===== config.mk =====
export PLATFORM = sky130hd
export DESIGN_NAME = alu_rr_scheduler
export DESIGN_NICKNAME = d
export VERILOG_FILES = /design/src/rtl/alu_pkg.sv /design/src/rtl/rr_arbiter.sv /design/src/rtl/alu_rr_scheduler.sv
export SDC_FILE = /design/constraint.sdc
export NUM_CORES = 1
export LEC_CHECK = 0
export CORE_AREA = 2 2 161 163
export CTS_CLUSTER_DIAMETER = 30
export DETAILED_ROUTE_END_ITERATION = 6
export DIE_AREA = 0 0 163 165
export GPL_ROUTABILITY_DRIVEN = 0
export PLACE_DENSITY = 0.72
export SYNTH_ARGS = -nofsm -noshare
export SYNTH_HDL_FRONTEND = slang
export SYNTH_SLANG_ARGS = --single-unit

===== constraint.sdc =====
create_clock -name Clock -period 5.19 [get_ports Clock]
set_input_delay 0.7785 -clock Clock [delete_from_list [all_inputs] [get_ports Clock]]
set_output_delay 0.7785 -clock Clock [all_outputs]
set_load 0.02 [all_outputs]

===== src/rtl/alu_pkg.sv =====
// Shared definitions for the ALU round-robin scheduler: widths, opcodes,
// sequencer state encoding and the latched request payload.
package alu_pkg;

  localparam int unsigned ALU_W  = 32;
  localparam int unsigned CALC_W = 33;
  localparam int unsigned OP_W   = 3;

  localparam logic [OP_W-1:0] OP_ADD = 3'b000;
  localparam logic [OP_W-1:0] OP_SUB = 3'b001;
  localparam logic [OP_W-1:0] OP_AND = 3'b010;
  localparam logic [OP_W-1:0] OP_OR  = 3'b011;
  localparam logic [OP_W-1:0] OP_XOR = 3'b100;
  localparam logic [OP_W-1:0] OP_NOR = 3'b101;
  localparam logic [OP_W-1:0] OP_SLL = 3'b110;
  localparam logic [OP_W-1:0] OP_SRL = 3'b111;

  typedef enum logic [1:0] {
    S_IDLE  = 2'b00,
    S_ISSUE = 2'b01,
    S_RESP  = 2'b10
  } sched_state_e;

  typedef struct packed {
    logic [OP_W-1:0]  op;
    logic [ALU_W-1:0] b;
    logic [ALU_W-1:0] a;
  } alu_req_t;

  // Settle counter width; at least one bit even when SETTLE is 1.
  function automatic int unsigned cnt_width(int unsigned settle);
    return (settle > 1) ? $clog2(settle) : 1;
  endfunction

endpackage


===== src/rtl/rr_arbiter.sv =====
// Combinational round-robin pick: first asserted request at or after the
// pointer, wrapping from NUM_REQ-1 back to 0.
module rr_arbiter #(
  parameter int unsigned NUM_REQ = 4,
  parameter int unsigned IDW     = 2
) (
  input  logic [NUM_REQ-1:0] req_i,
  input  logic [IDW-1:0]     ptr_i,
  output logic [NUM_REQ-1:0] gnt_c_o,
  output logic [IDW-1:0]     gnt_idx_c_o,
  output logic               gnt_any_c_o
);

  always_comb begin
    int unsigned cand;
    logic        found;
    logic [IDW-1:0] idx;
    cand  = 0;
    found = 1'b0;
    idx   = '0;
    for (int unsigned k = 0; k < NUM_REQ; k++) begin
      cand = 32'(ptr_i) + k;
      if (cand >= NUM_REQ) cand = cand - NUM_REQ;
      if (!found && req_i[cand[IDW-1:0]]) begin
        found = 1'b1;
        idx   = cand[IDW-1:0];
      end
    end
    gnt_any_c_o = found;
    gnt_idx_c_o = idx;
    gnt_c_o     = found ? (NUM_REQ'(1) << idx) : '0;
  end

endmodule


===== src/rtl/alu_rr_scheduler.sv =====
// Shares one external ALU between NUM_REQ requesters: round-robin grant,
// hold operands for SETTLE cycles, capture Calc, return it with the owner ID.
module alu_rr_scheduler
  import alu_pkg::*;
#(
  parameter  int unsigned NUM_REQ = 4,
  parameter  int unsigned SETTLE  = 1,
  localparam int unsigned IDW     = $clog2(NUM_REQ)
) (
  input  logic                     Clock,
  input  logic                     Reset_n,
  input  logic [NUM_REQ-1:0]       ReqValid,
  output logic [NUM_REQ-1:0]       ReqReady,
  input  logic [ALU_W*NUM_REQ-1:0] ReqA,
  input  logic [ALU_W*NUM_REQ-1:0] ReqB,
  input  logic [OP_W*NUM_REQ-1:0]  ReqOp,
  output logic [ALU_W-1:0]         AluA,
  output logic [ALU_W-1:0]         AluB,
  output logic [OP_W-1:0]          AluOp,
  input  logic [CALC_W-1:0]        AluCalc,
  output logic                     RspValid,
  input  logic                     RspReady,
  output logic [CALC_W-1:0]        RspData,
  output logic [IDW-1:0]           RspId,
  output logic                     Busy
);

  localparam int unsigned CNT_W = cnt_width(SETTLE);

  sched_state_e        state_q, state_d;
  logic [IDW-1:0]      ptr_q, ptr_d;
  alu_req_t            op_q, op_d;
  logic [CNT_W-1:0]    cnt_q, cnt_d;
  logic                rsp_valid_q, rsp_valid_d;
  logic [CALC_W-1:0]   rsp_data_q, rsp_data_d;
  logic [IDW-1:0]      rsp_id_q, rsp_id_d;
  logic                busy_q;

  logic [NUM_REQ-1:0]  gnt_c;
  logic [IDW-1:0]      gnt_idx_c;
  logic                gnt_any_c;
  alu_req_t            sel_c;

  rr_arbiter #(
    .NUM_REQ (NUM_REQ),
    .IDW     (IDW)
  ) u_arb (
    .req_i       (ReqValid),
    .ptr_i       (ptr_q),
    .gnt_c_o     (gnt_c),
    .gnt_idx_c_o (gnt_idx_c),
    .gnt_any_c_o (gnt_any_c)
  );

  // Operand mux driven by the one-hot grant.
  always_comb begin
    sel_c = '0;
    for (int unsigned i = 0; i < NUM_REQ; i++) begin
      if (gnt_c[i]) begin
        sel_c.a  = ReqA[ALU_W*i +: ALU_W];
        sel_c.b  = ReqB[ALU_W*i +: ALU_W];
        sel_c.op = ReqOp[OP_W*i +: OP_W];
      end
    end
  end

  always_comb begin
    state_d     = state_q;
    ptr_d       = ptr_q;
    op_d        = op_q;
    cnt_d       = cnt_q;
    rsp_valid_d = rsp_valid_q;
    rsp_data_d  = rsp_data_q;
    rsp_id_d    = rsp_id_q;
    ReqReady    = '0;
    unique case (state_q)
      S_IDLE: begin
        // Grant is suppressed while reset is asserted so ReqReady reads zero.
        if (Reset_n) ReqReady = gnt_c;
        if (gnt_any_c) begin
          op_d     = sel_c;
          rsp_id_d = gnt_idx_c;
          ptr_d    = (32'(gnt_idx_c) == NUM_REQ - 1) ? '0 : gnt_idx_c + IDW'(1);
          cnt_d    = CNT_W'(SETTLE - 1);
          state_d  = S_ISSUE;
        end
      end
      S_ISSUE: begin
        if (cnt_q == '0) begin
          rsp_data_d  = AluCalc;
          rsp_valid_d = 1'b1;
          state_d     = S_RESP;
        end else begin
          cnt_d = cnt_q - CNT_W'(1);
        end
      end
      S_RESP: begin
        if (RspReady) begin
          rsp_valid_d = 1'b0;
          state_d     = S_IDLE;
        end
      end
      default: state_d = S_IDLE;
    endcase
  end

  always_ff @(posedge Clock or negedge Reset_n) begin
    if (!Reset_n) begin
      state_q     <= S_IDLE;
      ptr_q       <= '0;
      op_q        <= '0;
      cnt_q       <= '0;
      rsp_valid_q <= 1'b0;
      rsp_data_q  <= '0;
      rsp_id_q    <= '0;
      busy_q      <= 1'b0;
    end else begin
      state_q     <= state_d;
      ptr_q       <= ptr_d;
      op_q        <= op_d;
      cnt_q       <= cnt_d;
      rsp_valid_q <= rsp_valid_d;
      rsp_data_q  <= rsp_data_d;
      rsp_id_q    <= rsp_id_d;
      busy_q      <= (state_d != S_IDLE);
    end
  end

  assign AluA     = op_q.a;
  assign AluB     = op_q.b;
  assign AluOp    = op_q.op;
  assign RspValid = rsp_valid_q;
  assign RspData  = rsp_data_q;
  assign RspId    = rsp_id_q;
  assign Busy     = busy_q;

endmodule

Word-level counts from Yosys, hierarchy flattened

Index checks and enable logic that the tools add are counted.
Widths: inputs -> output; s select.

Memories kept: 0
Register bits after elaboration: 109
Logic and storage cells: 87
Memory bits (read-only): 0
Bits in latches: 0
RAM bits: 0
Input port bits: 308
Output and inout port bits: 108

Order comparisons: 8
Equal/unequal tests: 6
Multiplexer cells: 38
$add $sub $neg: 9
Reduce and logical (&&, ||, !) cells: 14
Bitwise logic cells: 1
Shifts and indexed selects: 1
Multiply operators: 0
Divide/modulo/power cells: 0

Operators by type and width:

| operator            | number |
|---|---|
| $mux 67             | 4 |
| $mux 2              | 12 |
| $lt 2x3->1 const B  | 4 |
| $mux 1              | 12 |
| $mux 4              | 3 |
| $ge 3x3->1 const B  | 3 |
| $bmux 1 s2          | 4 |
| $sub 2x1->2 const B | 4 |
| $add 2x2->3 const B | 2 |
| $ne 2x2->1 const B  | 3 |
| $pmux 2 s3          | 1 |
| $reduce_and 2->1    | 3 |
| $reduce_bool 2->1   | 3 |
| $eq 2x2->1 const B  | 2 |
| $pmux 1 s2          | 2 |
| $shl 1x2->4 const A | 1 |
| $add 2x1->3 const B | 1 |
| $ge 2x3->1 const B  | 1 |
| $logic_and 1x1->1   | 3 |
| $logic_not 1->1     | 3 |
| $reduce_and 3->1    | 1 |
| $add 2x1->2 const B | 1 |
| $eq 2x1->1 const B  | 1 |
| $logic_not 2->1     | 1 |
| other kinds (2)     | 2 |

Depth between registers and ports, before layout

Word-level depth: 20
Gate-level depth with buffers: 10
Mapped depth without buffers: 7

Cells and area by module

From an unflattened synthesis, not the netlist that was laid out.

Cell total of the unflattened synthesis: 742
Area total of the unflattened synthesis: 6540.0 µm²

By module, submodules not included:

| module           | times used | area each (µm²) | cells each |
|---|---|---|---|
| alu_rr_scheduler | 1          | 6357.3          | 710 |
| rr_arbiter       | 1          | 182.7           | 32 |

Least setup slack after synthesis

No wires, ideal clock.

Path kind: input -> output
From: input ReqValid[2]
To: output ReqReady[3]
Slack: 2022 ps
Stages on the path: 8
Buffers on the path: 3
Data required time: 4411 ps
Arrival: 2390 ps
Cells stage by stage: mux2i_1 > nor2_1 > nor3_1 > ha_1 > clkbuf_1 > buf_2 > clkbuf_1 > and3_1

Word-level cells in the longest chain between the ends: 16
Elaborated cells between the ends (all ways): 26
Classes of those cells: shift: 1; mux: 19; reduce/logical: 6

RTL lines:

| what                         | RTL line               | RTL |
|---|---|---|
| start, declared              | alu_rr_scheduler.sv:12 | `input logic [NUM_REQ-1:0] ReqValid,` |
| $bmux 1 s2                   | rr_arbiter.sv:24       | `if (!found && req_i[cand[IDW-1:0]]) begin` |
| $mux 1 (implied by the code) | rr_arbiter.sv:24       |  |
| $mux 1                       | rr_arbiter.sv:24       |  |
| $logic_not 1->1              | rr_arbiter.sv:24       |  |
| $logic_and 1x1->1            | rr_arbiter.sv:24       |  |
| $mux 1                       | rr_arbiter.sv:24       |  |
| $logic_not 1->1              | rr_arbiter.sv:24       |  |
| $logic_and 1x1->1            | rr_arbiter.sv:24       |  |
| $mux 1                       | rr_arbiter.sv:24       |  |
| $logic_not 1->1              | rr_arbiter.sv:24       |  |
| $logic_and 1x1->1            | rr_arbiter.sv:24       |  |
| $mux 2 (*)                   | rr_arbiter.sv:24       |  |
| net gnt_idx_c[0]             | alu_rr_scheduler.sv:40 | `logic [IDW-1:0] gnt_idx_c;` |
| $shl 1x2->4 (*)              | rr_arbiter.sv:31       | `gnt_c_o = found ? (NUM_REQ'(1) << idx) : '0;` |
| $mux 4 (*)                   | rr_arbiter.sv:31       |  |
| $mux 4 (*)                   | alu_rr_scheduler.sv:79 | `if (Reset_n) ReqReady = gnt_c;` |
| $mux 4 (*)                   | alu_rr_scheduler.sv:76 | `unique case (state_q)` |
| end, declared                | alu_rr_scheduler.sv:13 | `output logic [NUM_REQ-1:0] ReqReady,` |

Mark *: on every way through the listed nets, which the timed path passes. The rest lies on a longest branch. The select of a mux whose other input is x is not followed.

Worst setup path in the final report

Ends and elaborated chain as after synthesis.

==> qor.yml <==
worst_hold_path:
  min_path_type: "input port to async pin"
floorplan:
  row_count: 58
  io_pins: 416
  die_width_um: 163
  die-area_mm2: 0.02690
  die_h_um: 165
  design.core.area_mm2: 0.02504
  start_util_pct: 26.21
finish:
  n_antenna_cell: 0
  regArea_mm2: 0.002703
  multi_input_area_mm2: 0.003243
  fin_util_pct: 44.63
  final_cells: 1424
  final_common_cell: "clkdlybuf4s50_1"
  n_fill_cell: 2477
  final_nets: 1401
  drive_gt1_share_pct: 6.764
  area_growth_syn_to_layout_pct: 70.26
  final_cell_mix: "clkdlybuf4s50_1 (414), a21oi_1 (133), dfrtp_1 (108)"
sta:
  setup_ws_ns: 1.152
  maxSlewHeadroom_pct: 36.18
  period_share_pct: 77.81
  clock-skew-final_ns: 0.01707
  max_clock_freq_mhz: 247.6
  setup_tns_ns: 0
  setup_viol: 0
  min_period_ns: 4.038
  hold_viol: 0
  rsz0062_at_grt: "no"
  worst_slew_pin_slew_ns: 0.9553
  slew_viol_final: 0
synthesis:
  syn_area_mm2: 0.006563
  synth_seq_cells: 108
  synth_area_per_cell_um2: 8.941
  seq_area_frac_synth_pct: 41.18
  synth_nets: 1046
  synth_warnings: 0
  syn_inst: 734
  synth_cell_type_count: 33
global_route:
  antenna_found_initial: 0
  grt_usage_pct: 18.27
  grt_pass1_wl_mm: 38.20
  grt_pass1_vias: 6690
  grt-ovfl-total: 0
  grt_max_degree: 135
placed_design:
  dp.cells: 1408
  post-place-ws_ns: 1.109
  dpl.hpwl_mm: 18.64
  io_buffers: 415
routing:
  avgViaCountPerCell: 4.996
  drtAntennaViolNets: 0
  drt_wl_total_mm: 26.26
  wl_per_cell_um: 18.44
  dr.pass1.iters: 5
  drtIter0Drc: 562
  vias: 7115
  drcViolationCount: 0
clock_tree:
  clkLatencyLatePin_ns: 0.36
  cts_resized: 0
  root_buffer: "clkbuf_16"
  cts_inserted_buffers: 9
  clk_pin_slew_ns: 0.08
  cts_tree: "yes"
  cts_max_path_buffers: 2
  numClockSinks: 108
  ctsHoldBuffers: 0
  cts-htree-levels: 3
  postCtsSetupBuffers: 0
setup_path:
  critPathArrivalTime_ns: 3.26
  ff2ff_path_depth: 8
  critPathSlowestCell: "nor3_1"
  r2r-start: "ptr_q[1]"
  cp.required_ns: 4.41
  path_class: "input port to output pin"
  worst_r2r_endpoint: "AluA[0]"
  max_stage_delay_ns: 0.68
  crit_chain: "clkdlybuf4s50_1 -> mux2i_1 -> nor2_1 -> nor3_1 -> ha_4 -> and3_1 -> clkdlybuf4s50_1"
  worst_path_most_repeated_cell: "clkdlybuf4s50_1"
  reg2reg_slack_ns: 2.03
  startpoint: "ReqValid[2]"
  crit_end: "ReqReady[3]"
  start_kind: "input port"
  end_kind: "output pin"
  cp_max_fo: 6
power:
  p_per_area_mw_per_mm2: 553.2
  peakVddDrop_v: 0.0003122
  p_leak_nw: 4.333
job:
  drv_cap: 0
outcome:
  status: "finished clean"
[per-stage QoR]
stage                     total power, mW  hold WS, ns  area (µm²)
after global placement              5.446       0.4869       10870
final                               6.181       0.4471       11170
after CTS                           6.258       0.4699       11170
after floorplan                     3.887       0.4758        6563
after detailed placement            5.515       0.4949       10870
after global routing                6.575       0.4986       11170
[sequential cells by signal, summed over array words and instances (netlist names)]
| signal | count |
|---|---|
| RspValid | 1 |
| RspData | 33 |
| ptr_q | 2 |
| state_q | 2 |
| AluOp | 3 |
| AluA | 32 |
| AluB | 32 |
| RspId | 2 |
| Busy | 1 |
[cells by family after synthesis]
group                      count (synthesis)  share of synthesized area [%]
DFF                                      108                          41.18
and+or+nand+nor                          157                          13.50
adders and majority gates                  4                         0.7627
muxes                                     35                          6.044
buffers and inverters                    150                          10.26
AOI/OAI and AO/OA                        280                          28.26
[layer usage]
metal	share of wire, %	global-route usage, %
met3	8.3	5.274
met5	0	0
met2	49	31.84
met1	40	21.72
met4	2.2	5.672
[cell usage after synthesis, drive strengths merged]
library cell / n / area (µm²)
or2: 2 / 12.51
buf: 33 / 229.0
or4: 1 / 7.510
o41ai: 1 / 8.760
or3: 1 / 6.260
nor2: 6 / 22.52
dfrtp: 108 / 2703
inv: 71 / 271.5
o31ai: 1 / 7.510
o21ai: 4 / 20.02
nand2: 69 / 266.5
clkbuf: 46 / 172.7
and3: 4 / 25.02
a221oi: 1 / 8.760
nor4: 1 / 6.260
a31oi: 67 / 419.2
mux2: 34 / 386.6
nor2b: 2 / 12.51
nor3: 1 / 5.000
nand3b: 67 / 503.0
nand2b: 3 / 18.77
a21oi: 137 / 700.7
a221o: 67 / 670.6
o41a: 1 / 11.26
a21o: 1 / 7.510
mux2i: 1 / 10.01
ha: 4 / 50.05
[how the worst min path moves through the flow]
| stage | startpoint | endpoint | slack [ns] |
|---|---|---|---|
| 6_report | Reset_n | AluB[17] | 0.45 |
| 5_1_grt | Reset_n | AluB[17] | 0.50 |
| 4_1_cts | Reset_n | RspData[4] | 0.47 |
| 3_5_place_dp | RspData[22] | RspData[22] | 0.49 |
| 3_3_place_gp | RspData[6] | RspData[6] | 0.49 |
| 2_1_floorplan | Reset_n | AluA[0] | 0.48 |
[critical path: cells and delay by family]
kind / cells / cell delay (ns)
buffers and inverters: 2 / 1.09
AND/OR/NAND/NOR: 3 / 0.93
adder cells (fa/ha/maj): 1 / 0.27
multiplexers: 1 / 0.18
[power breakdown]
group	switching, mW	internal, mW
Combinational	2.08	1.83
Sequential	0.261	1.30
Clock	0.371	0.345
[area by class of cell]
type,count,area share (%)
timing repair buffer,423,37.92
multi-input combinational,476,29.03
clock buffer,9,2.016
inverter,71,2.430
clock inverter,7,0.7279
sequential,108,24.19
tap,330,3.695
No activity file was read; power rests on OpenSTA's default activity.
